## config.mk

```make
export PLATFORM = sky130hd
export DESIGN_NAME = mcd_mem_arb
export DESIGN_NICKNAME = d
export VERILOG_FILES = /design/src/rtl/mcd_mem_arb.sv
export SDC_FILE = /design/constraint.sdc
export NUM_CORES = 1
export LEC_CHECK = 0
export BUFFER_PORTS_ARGS = -buffer_cell sky130_fd_sc_hd__buf_2
export CORE_MARGIN = 5
export CORE_UTILIZATION = 38
export CTS_CLUSTER_DIAMETER = 50
export DETAILED_ROUTE_END_ITERATION = 6
export PLACE_DENSITY = 0.86
export SLEW_MARGIN = 20
export SYNTH_ARGS = -nofsm -noshare
export SYNTH_HDL_FRONTEND = slang
export SYNTH_SLANG_ARGS = --single-unit
```

## constraint.sdc

```tcl
create_clock -name clk -period 2 [get_ports clk]
set_input_delay 0.3 -clock clk [delete_from_list [all_inputs] [get_ports clk]]
set_output_delay 0.3 -clock clk [all_outputs]
set_load 0.05 [all_outputs]
```

## src/rtl/mcd_mem_arb.sv

```systemverilog
// mcd_mem_arb: shares one 16-bit synchronous SRAM port between the four MCD
// memory requesters (0 bios, 1 prg ram, 2 bram, 3 pcm ram).
// A grant runs IDLE -> ISSUE -> WAIT -> DONE. The access is latched at the
// grant. The requester sees a one-cycle ack in DONE, and read data is valid
// on rd_dato in that cycle.
// Optional macro MCD_ARB_PCM_PRIO_EN: requester 3 (pcm) takes strict priority
// over the round-robin search whenever its req is high at the IDLE decision.
module mcd_mem_arb #(
    parameter int ADDR_W = 22,
    parameter int RD_LAT = 2,
    parameter int WR_CYC = 1
) (
    input  logic                  clk,
    input  logic                  map_rst_n,
    input  logic [3:0]            req,
    input  logic [3:0]            req_we,
    input  logic [7:0]            req_be,
    input  logic [4*ADDR_W-1:0]   req_addr,
    input  logic [63:0]           req_dati,
    output logic [3:0]            ack,
    output logic [15:0]           rd_dato,
    output logic [ADDR_W-1:0]     mem_addr,
    output logic [15:0]           mem_dati,
    output logic                  mem_we_hi,
    output logic                  mem_we_lo,
    output logic                  mem_oe,
    input  logic [15:0]           mem_dato,
    output logic                  busy
);

    typedef enum logic [1:0] {IDLE, ISSUE, WAIT, DONE} state_t;

    localparam logic [2:0] RD_CNT = 3'(RD_LAT);
    localparam logic [2:0] WR_CNT = 3'(WR_CYC);

    state_t              state;
    logic [1:0]          rr;
    logic [1:0]          idx;
    logic                we_l;
    logic [1:0]          be_l;
    logic [2:0]          cnt;

    logic [1:0]          sel;
    logic                sel_we;
    logic [1:0]          sel_be;
    logic [ADDR_W-1:0]   sel_addr;
    logic [15:0]         sel_dat;

    // First requester with req high, searching upward from p (mod 4).
    // The lowest offset from p is assigned last and therefore wins.
    function automatic logic [1:0] pick(input logic [3:0] r, input logic [1:0] p);
        logic [1:0] c;
        pick = p;
        for (int k = 3; k >= 0; k--) begin
            c = p + 2'(k);
            if (r[c]) pick = c;
        end
`ifdef MCD_ARB_PCM_PRIO_EN
        if (r[3]) pick = 2'd3;
`else
`endif
    endfunction

    // Winner of the IDLE decision and its request fields; bios can never write.
    always_comb begin
        sel      = pick(req, rr);
        sel_we   = req_we[sel] & (sel != 2'd0);
        sel_be   = req_be[sel*2 +: 2];
        sel_addr = req_addr[sel*ADDR_W +: ADDR_W];
        sel_dat  = req_dati[sel*16 +: 16];
    end

    // Access sequencer: grant, strobe timing, read capture, ack and rr update.
    always_ff @(posedge clk) begin
        if (!map_rst_n) begin
            state     <= IDLE;
            rr        <= '0;
            idx       <= '0;
            we_l      <= 1'b0;
            be_l      <= '0;
            cnt       <= '0;
            ack       <= '0;
            rd_dato   <= '0;
            mem_addr  <= '0;
            mem_dati  <= '0;
            mem_we_hi <= 1'b0;
            mem_we_lo <= 1'b0;
            mem_oe    <= 1'b0;
        end else begin
            ack <= '0;
            case (state)
                IDLE: begin
                    if (|req) begin
                        idx       <= sel;
                        we_l      <= sel_we;
                        be_l      <= sel_be;
                        mem_addr  <= sel_addr;
                        mem_dati  <= sel_dat;
                        cnt       <= sel_we ? WR_CNT : RD_CNT;
                        mem_oe    <= !sel_we;
                        mem_we_hi <= sel_we & sel_be[1];
                        mem_we_lo <= sel_we & sel_be[0];
                        state     <= ISSUE;
                    end
                end
                ISSUE, WAIT: begin
                    // Strobes stay up for cnt cycles counted from ISSUE; the
                    // cycle where cnt reaches 0 is the read-data cycle.
                    cnt       <= cnt - 3'd1;
                    mem_oe    <= !we_l && (cnt > 3'd1);
                    mem_we_hi <= we_l && be_l[1] && (cnt > 3'd1);
                    mem_we_lo <= we_l && be_l[0] && (cnt > 3'd1);
                    state     <= WAIT;
                    if (state == WAIT && cnt == 3'd0) begin
                        if (!we_l) rd_dato <= mem_dato;
                        ack[idx] <= 1'b1;
                        state    <= DONE;
                    end
                end
                DONE: begin
                    rr    <= idx + 2'd1;
                    state <= IDLE;
                end
                default: state <= IDLE;
            endcase
        end
    end

    assign busy = (state != IDLE);

endmodule

```

Word level (Yosys, flattened, before mapping). Cells that the tools add are included.

Register bits: 73. Output and inout port bits: 62. Logic and storage cells: 86.

Add/sub/neg operators: 5. Multiply operators: 1. Magnitude comparators: 8. Equality and inequality tests: 4. Shifts and indexed selects: 3. Mux-type cells: 28. Bitwise operators: 4. Reduce and logical (&&, ||, !) cells: 20.

Operators with widths (number): $shiftx 88x8->22 (1); $shiftx 64x7->16 (1); $lt 2x3->1 const B (6); $mux 2 (6); $bmux 1 s2 (5); $mux 1 (10); $shiftx 8x4->2 (1); $logic_and 1x1->1 (7); $mul 2x4->6 const B (1); $pmux 1 s2 (3); $pmux 2 s3 (1); $pmux 3 s2 (1); $reduce_and 3->1 (2); $reduce_bool 2->1 (3); $add 2x1->2 const B (2); $add 2x2->2 const B (2); $eq 2x2->1 const B (2); $reduce_and 2->1 (2); $reduce_or 4->1 (1); $and 1x1->1 (3); $gt 3x1->1 const B (1); $logic_not 3->1 (1); $mux 3 (1); $sub 3x1->3 const B (1); other kinds (8) (9).

Logic depth before layout (Yosys ltp). Gate-level depths: netlist of the first run.

Depth in word-level cells: 13. Depth in mapped cells: 8.

Least setup slack after synthesis of the first run. No wires, ideal clock.

Path type: reg-to-reg. From: reg state[0]. To: reg mem_addr[0]. Arrival time: 2.048 ns. Required time: 1.940 ns. Slack: -0.108 ns. Stages on the path, launching flop included: 9. Clock period less this slack: 2.108 ns. Path through: dfxtp_1 -> inv_1 -> ha_1 -> inv_1 -> nor2_2 -> and2_1 -> clkbuf_1 -> clkbuf_1 -> a22o_1.

Word-level cells in the longest chain between the ends: 2.

RTL lines: start, declared (line 36) `state_t state;`; start signal, assigned (line 76) `state <= IDLE;`; start signal, assigned (line 103) `state <= ISSUE;`; start signal, assigned (line 113) `state <= WAIT;`; $logic_not 2->1 (line 91) `case (state)`; $reduce_and 2->1 (no line); end signal, assigned (line 97) `mem_addr <= sel_addr;`; end, declared (line 22) `output logic [ADDR_W-1:0] mem_addr,`.

Every way passes these cells. A chain may end at the register's enable or synchronous reset.

Worst setup path after layout of the first run.
From: reg rr[1]. To: reg mem_dati[11].

Word-level cells in the longest chain between the ends: 8. Elaborated cells on any way between the ends: 16.

RTL lines: start, declared (line 37) `logic [1:0] rr;`; start signal, assigned (line 121) `rr <= idx + 2'd1;`; $add 2x2->2 (line 55) `c = p + 2'(k);`; $bmux 1 s2 (line 56) `if (r[c]) pick = c;`; $mux 1 (not written as such) (line 56); $mux 2 (3 in a row) (line 56); $mux 2 (*) (line 56); $shiftx 64x7->16 (*) (line 70) `sel_dat = req_dati[sel*16 +: 16];`; end signal, assigned (line 98) `mem_dati <= sel_dat;`; end, declared (line 23) `output logic [15:0] mem_dati,`.

Mark *: on every way between the ends. The rest lies on a longest branch, timed or not. The select of a mux whose other input is x is not followed.

==> impl_results.md, run 1 <==
* DR vias at 3,811
* Flops & latches, synth at 73
* Most common cell in the netlist: dfxtp_1
* Row count at 36
* Worst Hold Launch: mem_dato[13]
* Outcome: finished with violations
* Worst Max-Slew Pin Slew at 0.590 ns
* Syn Std Cell Area at 3740 um2
* Antenna viol nets, final at 0
* Starting DRT DRC Count at 303
* Sequential share of power at 30.9%
* Slew Viols, Final at 0
* I/O pin cnt at 248
* Core box area at 9680 um2
* Clock buffers created by TritonCTS at 9
* Failing checks: negative setup slack
* Critical path launch point type: flop
* Clk Latency, worst-skew pair at 0.35 ns
* Pre-antenna DRT Iters at 4
* Root Driver: clkbuf_8
* GP Congestion at 0.808
* Max Cap Viol at 0
* IO buf count at 246
* Die Ht at 109 um
* Layout Nets at 772
* Via density at 5.34
* Synth async-reset ratio at 0%
* Setup violators final at 30
* P&R area growth vs syn at 47.4%
* Syn Inst Count at 323
* Final WL at 13,000 um
* Synth Flop Type: dfxtp_1
* Total die area at 11,900 um2
* Worst hold path endpoint: rd_dato[13]
* Net switching power figure at 3090 uW
* VDD IR max at 0.636 mV
* Leakage at 0.00260 uW
* Final worst slack at -0.109 ns
* Min Hold Slack at 0.192 ns
* Longest Clk Path Bufs at 2
* H-tree depth at 3
* Logic gate share of total power at 52.2%
* Clock sinks at 73
* CP Max Fanout at 6
* WS Path Type: flop to flop
* Worst clock skew at 0.0109 ns
* Initial Util at 38.7%
* Avg Cell Area, Syn at 11.6 um2
* GRT overflow at 0
* Critical Path RT at 2.23 ns
* Cell taking the most area after synthesis: dfxtp_1
* Critical path arrival at 2.34 ns
* Final critical-path required period at 2.11 ns
* Synth area leaders: dfxtp_1, mux4_2, a22o_1
* Tot Pwr at 6790 uW
* CP Launch Point: rr[1]
* Unique masters post-synth at 37
* Power Density at 1230 nW/um2
* Fillcell total at 808
* R2r startpoint: rr[1]
* Fin. Hold Viols at 0
* Crit. End Element: flop
* Diodes inserted at 0
* Hold WC Path Type: input port to flop
* Synth Net Count at 518
* Area fraction of the dominant cell type after synthesis at 39.0%
* Int Pwr at 3700 uW
* WL per Instance at 18.2 um
* Most frequent cells after synthesis: dfxtp_1, mux4_2, a22o_1
* Wire length of the first global-routing pass at 18,500 um
* Flop2flop setup slack at -0.11 ns
* FF-to-FF path depth at 7
* Pin count of the biggest net entering global routing at 39
* Power share of the clock group at 16.9%
* Share of cells above drive strength 1 at 57.8%
* Drt drc at 0
* Register area share after synthesis at 39.0%
* Worst R2R End: mem_dati[11]
* Hold-fix buffers, CTS at 0
* Initial antenna violation count at 1
* Hold Crit Depth at 3
* Detailed Place HPWL at 10,400 um
* Vias in the first global route at 3,767
* Fmax at 0.474 GHz
* Tot GR Track Use at 20.2%
* Clk slew on worst S/H paths at 0.08 ns
* Worst relative slew slack at 60.5%
* Ys Warns at 0
* Sw Share at 45.5%
* Final Cycle Share at 105%
* CTS tree: built
* Die W at 109 um
* Number of synthesized flops with an enable pin at 0
* Unrepaired setup endpoints after global routing: yes
## worst max path at each step
stage | cells after the start | slack, ns | endpoint
2_1_floorplan | 8 | -0.02 | mem_addr[0]
3_3_place_gp | 8 | -0.20 | be_l[1]
3_5_place_dp | 7 | -0.23 | mem_addr[3]
4_1_cts | 6 | -0.06 | mem_addr[3]
5_1_grt | 7 | -0.17 | mem_dati[13]
6_report | 7 | -0.11 | mem_dati[11]
## cells by family (layout without fill, tap and decap cells)
family | Yosys count | count (layout) | share of synthesized area, %
simple gates | 74 | 74 | 9.66
flops | 73 | 73 | 39.0
fa+ha+maj | 9 | 9 | 3.01
buf+inv | 35 | 293 | 4.74
mux | 45 | 45 | 25.5
compound gates | 87 | 87 | 18.0
## worst max-delay path, cell delays in order (launching register included)
cell and delay, ns:
dfxtp_2 0.35, nor3_1 0.37, nor4_4 0.06, or2_4 0.29
buf_4 0.16, clkbuf_16 0.15, mux4_2 0.42, a22o_1 0.19
## power by group through the flow
| stage | Combinational [uW] | Clock [uW] | Sequential [uW] |
|---|---|---|---|
| finish | 3540 | 1140 | 2100 |
| global route | 3780 | 1230 | 2140 |
| CTS | 3510 | 1190 | 2090 |
| detailed placement | 3490 | 0 | 2120 |
| global placement | 3390 | 0 | 2100 |
| floorplan | 1390 | 0 | 3180 |
## registers in the layout, indices dropped and copies added (netlist names)
name       cells
idx            2
mem_we_hi      1
cnt            3
rd_dato       16
be_l           2
we_l           1
mem_oe         1
rr             2
mem_we_lo      1
mem_addr      22
state          2
mem_dati      16
ack            4
## timing repair
item	in CTS	in global routing
pin swaps	3	3
setup endpoints to repair	44	47
gates resized for setup	5	5
cloned	0	1
setup buffers	0	2
## final cells by class
type	instances	area, um2	area share (%)
Clock buffer	10	138	2.49
Clock inverter	5	56.3	1.02
Inverter	11	41.3	0.748
Multi-Input combinational cell	215	2160	39.1
Sequential cell	73	1460	26.5
Tap cell	133	166	3.02
Timing Repair Buffer	267	1500	27.1
## stage by stage
step	cell area (um2)	setup TNS, ns	setup WS, ns	util, %	cells
global placement	5250	-7.29	-0.198	54.2	696
floorplan	3750	-0.424	-0.0212	-	323
detailed placement	5250	-7.91	-0.232	54.2	696
finish	5520	-1.07	-0.109	57.0	714
global route	5520	-5.20	-0.170	57.0	714
CTS	5460	-0.677	-0.0626	56.3	711
## layout by cell type (no fill, tap or decap), types with 2 or more instances in the layout
cell        n
buf_2     246
dfxtp_1    71
mux4_2     40
a22o_1     38
nand2_1    35
a21boi_0   17
buf_4      12
inv_1      11
nor2b_1    11
a21oi_1    10
clkbuf_8   10
o21ai_0     9
ha_1        9
nor2_1      8
buf_12      7
and3_1      6
mux2i_1     4
o21a_1      2
nand3_1     2
clkinv_2    2
dfxtp_2     2
## layer usage
metal	share of wire, %	GRT usage (%)
met1	38	24.1
met2	52	34.9
met3	7.5	4.74
met4	2.2	8.19
met5	0.054	0
Note: power is estimated with default switching activity, not from simulation.
==> run 2: changes to the inputs <==
--- a/config.mk
+++ b/config.mk
@@ -11,2 +11,3 @@
 export CTS_CLUSTER_DIAMETER = 50
+export CTS_CLUSTER_SIZE = 25
 export DETAILED_ROUTE_END_ITERATION = 6
==> constraint.sdc (replaced) <==
create_clock -name clk -period 2 [get_ports clk]
set_input_delay 0.2 -clock clk [delete_from_list [all_inputs] [get_ports clk]]
set_output_delay 0.2 -clock clk [all_outputs]
set_load 0.05 [all_outputs]
==> run 2 against run 1 <==
The run now ends clean. Utilization about the same. Non-clock buffer count up 1. Die area unchanged. Clock power up 4%. Critical endpoint is now mem_addr[14]. Largest cell class unchanged. Highest routed layer unchanged.
==> impl_results.md, run 2 (same netlist as run 1, synthesis figures left out) <==
* Sw Share at 45.6%
* Critical path arrival at 2.24 ns
* Clock sinks at 73
* GRT overflow at 0
* Worst clock skew at 0.0106 ns
* Detailed Place HPWL at 10,300 um
* Unrepaired setup endpoints after global routing: yes
* IO buf count at 246
* VDD IR max at 0.620 mV
* Max Cap Viol at 0
* Slew Viols, Final at 0
* Fin. Hold Viols at 0
* Drt drc at 0
* GP Congestion at 0.802
* Initial Util at 38.7%
* Leakage at 0.00260 uW
* Final Cycle Share at 99.8%
* Die W at 109 um
* Sequential share of power at 30.8%
* WS Path Type: flop to flop
* Hold-fix buffers, CTS at 0
* Most frequent cells in the layout: buf_2, dfxtp_1, mux4_2
* Via density at 5.19
* Outcome: complete, no violations
* Power share of the clock group at 17.4%
* Clk Latency, worst-skew pair at 0.34 ns
* Root Driver: clkbuf_8
* Worst Max-Slew Pin Slew at 0.576 ns
* Row count at 36
* Worst relative slew slack at 61.2%
* CTS tree: built
* Layout Nets at 773
* Top flop regs: mem_addr: 22 flops, mem_dati: 16 flops, rd_dato: 16 flops
* Final WL at 12,900 um
* I/O pin cnt at 248
* Pre-antenna DRT Iters at 4
* Crit. End Element: flop
* Vias in the first global route at 3,817
* Slowest stage delay, CP at 0.51 ns
* Final Util at 57.0%
* H-tree depth at 3
* P&R area growth vs syn at 47.3%
* Hold WC Path Type: input port to flop
* Layout Cells excl Fill at 717
* Wire length of the first global-routing pass at 18,900 um
* Total die area at 11,900 um2
* Logic gate share of total power at 51.8%
* Die Ht at 109 um
* Longest Clk Path Bufs at 2
* Initial antenna violation count at 1
* Fmax at 0.501 GHz
* Slowest CP cell: mux4_2
* Reg with most FFs: mem_addr
* Critical path launch point type: flop
* Pin count of the biggest net entering global routing at 39
* Antenna viol nets, final at 0
* Core box area at 9680 um2
* Cell area after layout at 5520 um2
* Clk slew on worst S/H paths at 0.09 ns
* DR vias at 3,723
* Clock buffers created by TritonCTS at 9
* Crit path max-delay family: simple AND/OR/NAND/NOR gates
* CP Max Fanout at 10
* Power Density at 1230 nW/um2
* Most common cell after layout, fill and taps aside: buf_2
* Dpl cell area at 5220 um2
* Starting DRT DRC Count at 235
* Share of cells above drive strength 1 at 58.8%
* Setup violators final at 0
* Post-Place Cells at 695
* WL per Instance at 18.0 um
* Crit-path cells: and3b_1 > nor4_2 > or2_4 > buf_4 > buf_12 > mux4_2 > a22o_1
* Tot GR Track Use at 20.4%
* Critical Path RT at 2.24 ns
* Net switching power figure at 3110 uW
* Final critical-path required period at 2.00 ns
* Max FFs per register at 22
* WP buf/inv at 2
* Int Pwr at 3700 uW
## run 2: timing repair
action                                 4_1_cts  5_1_grt
endpoints found under the hold margin        0        0
gates cloned                                 0        1
setup buffers                                0        4
gates resized for setup                      5        8
pin swaps                                    2        4
setup endpoints to repair                   44       60
## run 2: area by class of cell
class / count / area, um2
inverter: 11 / 41.3
antenna: 1 / 2.50
multi-input combinational: 215 / 2160
timing repair buffer: 268 / 1480
fill: 829 / 4170
sequential: 73 / 1470
clock inverter: 6 / 66.3
tap: 133 / 166
clock buffer: 10 / 138
## run 2: final timing paths
kind / startpoint / end / slack (ns) / cells after the start
worst max-delay path: rr[1] / mem_addr[14] / 0.004 / 7
worst min-delay path: mem_dato[12] / rd_dato[12] / 0.10 / 3
worst max register to register: rr[1] / mem_addr[14] / 0.004 / 7
worst min register to register: rd_dato[11] / rd_dato[11] / 0.47 / 2
## run 2: worst reg2reg max path, delay by kind of cell, from the launching register on
kind,cells,cell delay (ns)
simple gates,3,0.56
compound gates,1,0.20
buf+inv,2,0.26
mux,1,0.52
flops,1,0.36
## run 2: per-layer routing
layer  up-vias  track usage (%)  routed length, um  share of wire, %
met3        19             5.57               1010               7.8
met5         -                0                  7             0.054
li1       1742                -                  -                 -
met2       154             34.3               6630                51
met4         2             7.66                179               1.4
met1      1806             24.9               5060                39
## run 2: power groups by stage
| stage | Clock (uW) | Sequential [uW] | Combinational (uW) |
|---|---|---|---|
| global placement | 0 | 2090 | 3360 |
| floorplan | 0 | 3180 | 1390 |
| global route | 1290 | 2140 | 3760 |
| finish | 1190 | 2100 | 3530 |
| CTS | 1220 | 2090 | 3480 |
| detailed placement | 0 | 2120 | 3470 |
## run 2: through the flow
| step | worst slack [ns] | total power (uW) | hold slack (ns) | setup TNS (ns) |
|---|---|---|---|---|
| 2_1_floorplan | -0.0212 | 4570 | 0.345 | -0.424 |
| 3_3_place_gp | -0.109 | 5460 | 0.448 | -3.11 |
| 3_5_place_dp | -0.167 | 5580 | 0.457 | -5.22 |
| 4_1_cts | -0.00874 | 6790 | 0.0789 | -0.00874 |
| 5_1_grt | -0.119 | 7180 | 0.0990 | -2.98 |
| 6_report | 0.00434 | 6810 | 0.101 | 0 |
==> run 3: changes to the inputs <==
PLACE_DENSITY = default   (was 0.86)
PLACE_DENSITY_LB_ADDON = 0.05   (was default)
RECOVER_POWER = 25   (was default)
==> run 3 against run 2 <==
The flow now finishes with violations (negative setup slack). Fmax down 0.81%. Worst hold slack worse by 0.0025 ns. Flip-flop and latch count did not move. Utilization increased by 1.7 points. Count of clock-buffer cells in the layout unchanged. Worst setup slack got worse by 0.016 ns. Die area unchanged.
==> impl_results.md, run 3 (same netlist as run 1, synthesis figures left out) <==
* Fmax at 0.497 GHz
* Layout Nets at 784
* Dpl cell area at 5250 um2
* Failing checks: negative setup slack
* Core box area at 9680 um2
* Crit. End Element: flop
* Final worst slack at -0.0120 ns
* Most frequent cells in the layout: buf_2, dfxtp_1, mux4_2
* DR vias at 3,643
* Hold WC Path Type: input port to flop
* Wire length of the first global-routing pass at 18,300 um
* Max Cap Viol at 0
* Leakage at 0.00261 uW
* Max FFs per register at 22
* Clk slew on worst S/H paths at 0.08 ns
* Longest Clk Path Bufs at 2
* Detailed Place HPWL at 10000 um
* Top flop regs: mem_addr: 22 flops, mem_dati: 16 flops, rd_dato: 16 flops
* Setup violators final at 1
* Drt drc at 0
* GP Congestion at 0.728
* Row count at 36
* FF/Latch Area at 1470 um2
* Area of the multi-input gates at 2170 um2
* Critical path arrival at 2.25 ns
* Reg with most FFs: mem_addr
* Min Hold Slack at 0.0989 ns
* H-tree depth at 3
* Fillcell total at 876
* Via density at 5.00
* Post-Route Setup TNS at -0.0120 ns
* CTS tree: built
* Final WL at 13,000 um
* CP Max Fanout at 14
* VDD IR max at 0.545 mV
* Worst clock skew at 0.00671 ns
* Starting DRT DRC Count at 158
* Power Density at 1230 nW/um2
* Critical path launch point type: flop
* I/O pin cnt at 248
* Worst relative slew slack at 57.4%
* Cell area after layout at 5680 um2
* Root Driver: clkbuf_8
* Share of cells above drive strength 1 at 55.9%
* WS Path Type: flop to flop
* Critical Path RT at 2.23 ns
* Antenna viol nets, final at 0
* Vias in the first global route at 3,539
* Pin count of the biggest net entering global routing at 39
* Unrepaired setup endpoints after global routing: yes
* P&R area growth vs syn at 51.7%
* Initial antenna violation count at 0
* Hold-fix buffers, CTS at 0
* WL per Instance at 17.8 um
* Initial Util at 38.7%
* Worst Max-Slew Pin Slew at 0.641 ns
* Final Cycle Share at 101%
* Clk Latency, worst-skew pair at 0.34 ns
* Tot GR Track Use at 19.9%
* Fin. Hold Viols at 0
* Post-Place Cells at 700
* Flop2flop setup slack at -0.01 ns
* Final critical-path required period at 2.01 ns
* Total die area at 11,900 um2
* Pre-antenna DRT Iters at 4
* Layout Cells excl Fill at 729
* IO buf count at 246
* Die Ht at 109 um
* Clock buffers created by TritonCTS at 9
* Outcome: finished with violations
* Die W at 109 um
* Clock sinks at 73
* Most common cell after layout, fill and taps aside: buf_2
* Slew Viols, Final at 0
* GRT overflow at 0
run 3: cell count changes in the layout (fill, tap and decap cells not counted), moves of 2 or more:
cell        before  now
buf_2          246  224
buf_12           5    8
a211oi_2         1    3
buf_8            0    2
clkbuf_1         0   22
buf_4           16   19
buf_6            0    2
clkinvlp_4       3    1
run 3: final timing paths:
path,from,endpoint,cells after the start
min reg2reg,rd_dato[9],rd_dato[9],2
max,rr[0],mem_addr[2],7
max reg2reg,rr[0],mem_addr[2],7
min,mem_dato[7],rd_dato[7],3
run 3: power by group:
part	internal [uW]	leakage, uW	switching [uW]
clock network	741	0.000113	580
registers	1860	0.000600	225
logic	1300	0.00190	2310
run 3: what timing repair did:
action	4_1_cts	5_1_grt
buffers inserted	1	8
endpoints found under the setup margin	44	45
pin swaps	2	5
gates cloned	1	2
gates resized for setup	8	14
run 3: worst max-delay path: stages (launching register included):
cell and delay [ns]:
dfxtp_4 0.36, buf_6 0.12, nor2b_2 0.11, o21a_1 0.15, or2_4 0.21, buf_12 0.18
mux4_2 0.52, a22o_1 0.23
run 3: layout make-up:
cell class                 count  area share, %
antenna                        2         0.0881
clock buffer                  10           2.42
clock inverter                 6           1.59
inverter                      11          0.727
multi-input combinational    215           38.1
sequential                    73           25.8
tap                          133           2.93
timing repair buffer         279           28.3
run 3: metal layers:
layer / GRT usage (%) / share of wire [%] / up-vias
met5: 0 / 0 / -
li1: - / - / 1764
met1: 24.4 / 39 / 1708
met3: 5.39 / 8.4 / 10
met4: 4.99 / 0.78 / 0
met2: 34.9 / 51 / 161
run 3: per-stage QoR:
stage	power [uW]	setup slack [ns]	utilization (%)
global route	7410	-0.0872	58.6
detailed placement	5610	-0.148	54.2
floorplan	4570	-0.0212	-
global placement	5570	-0.0940	54.2
finish	7010	-0.0120	58.7
CTS	6990	-0.00724	57.2
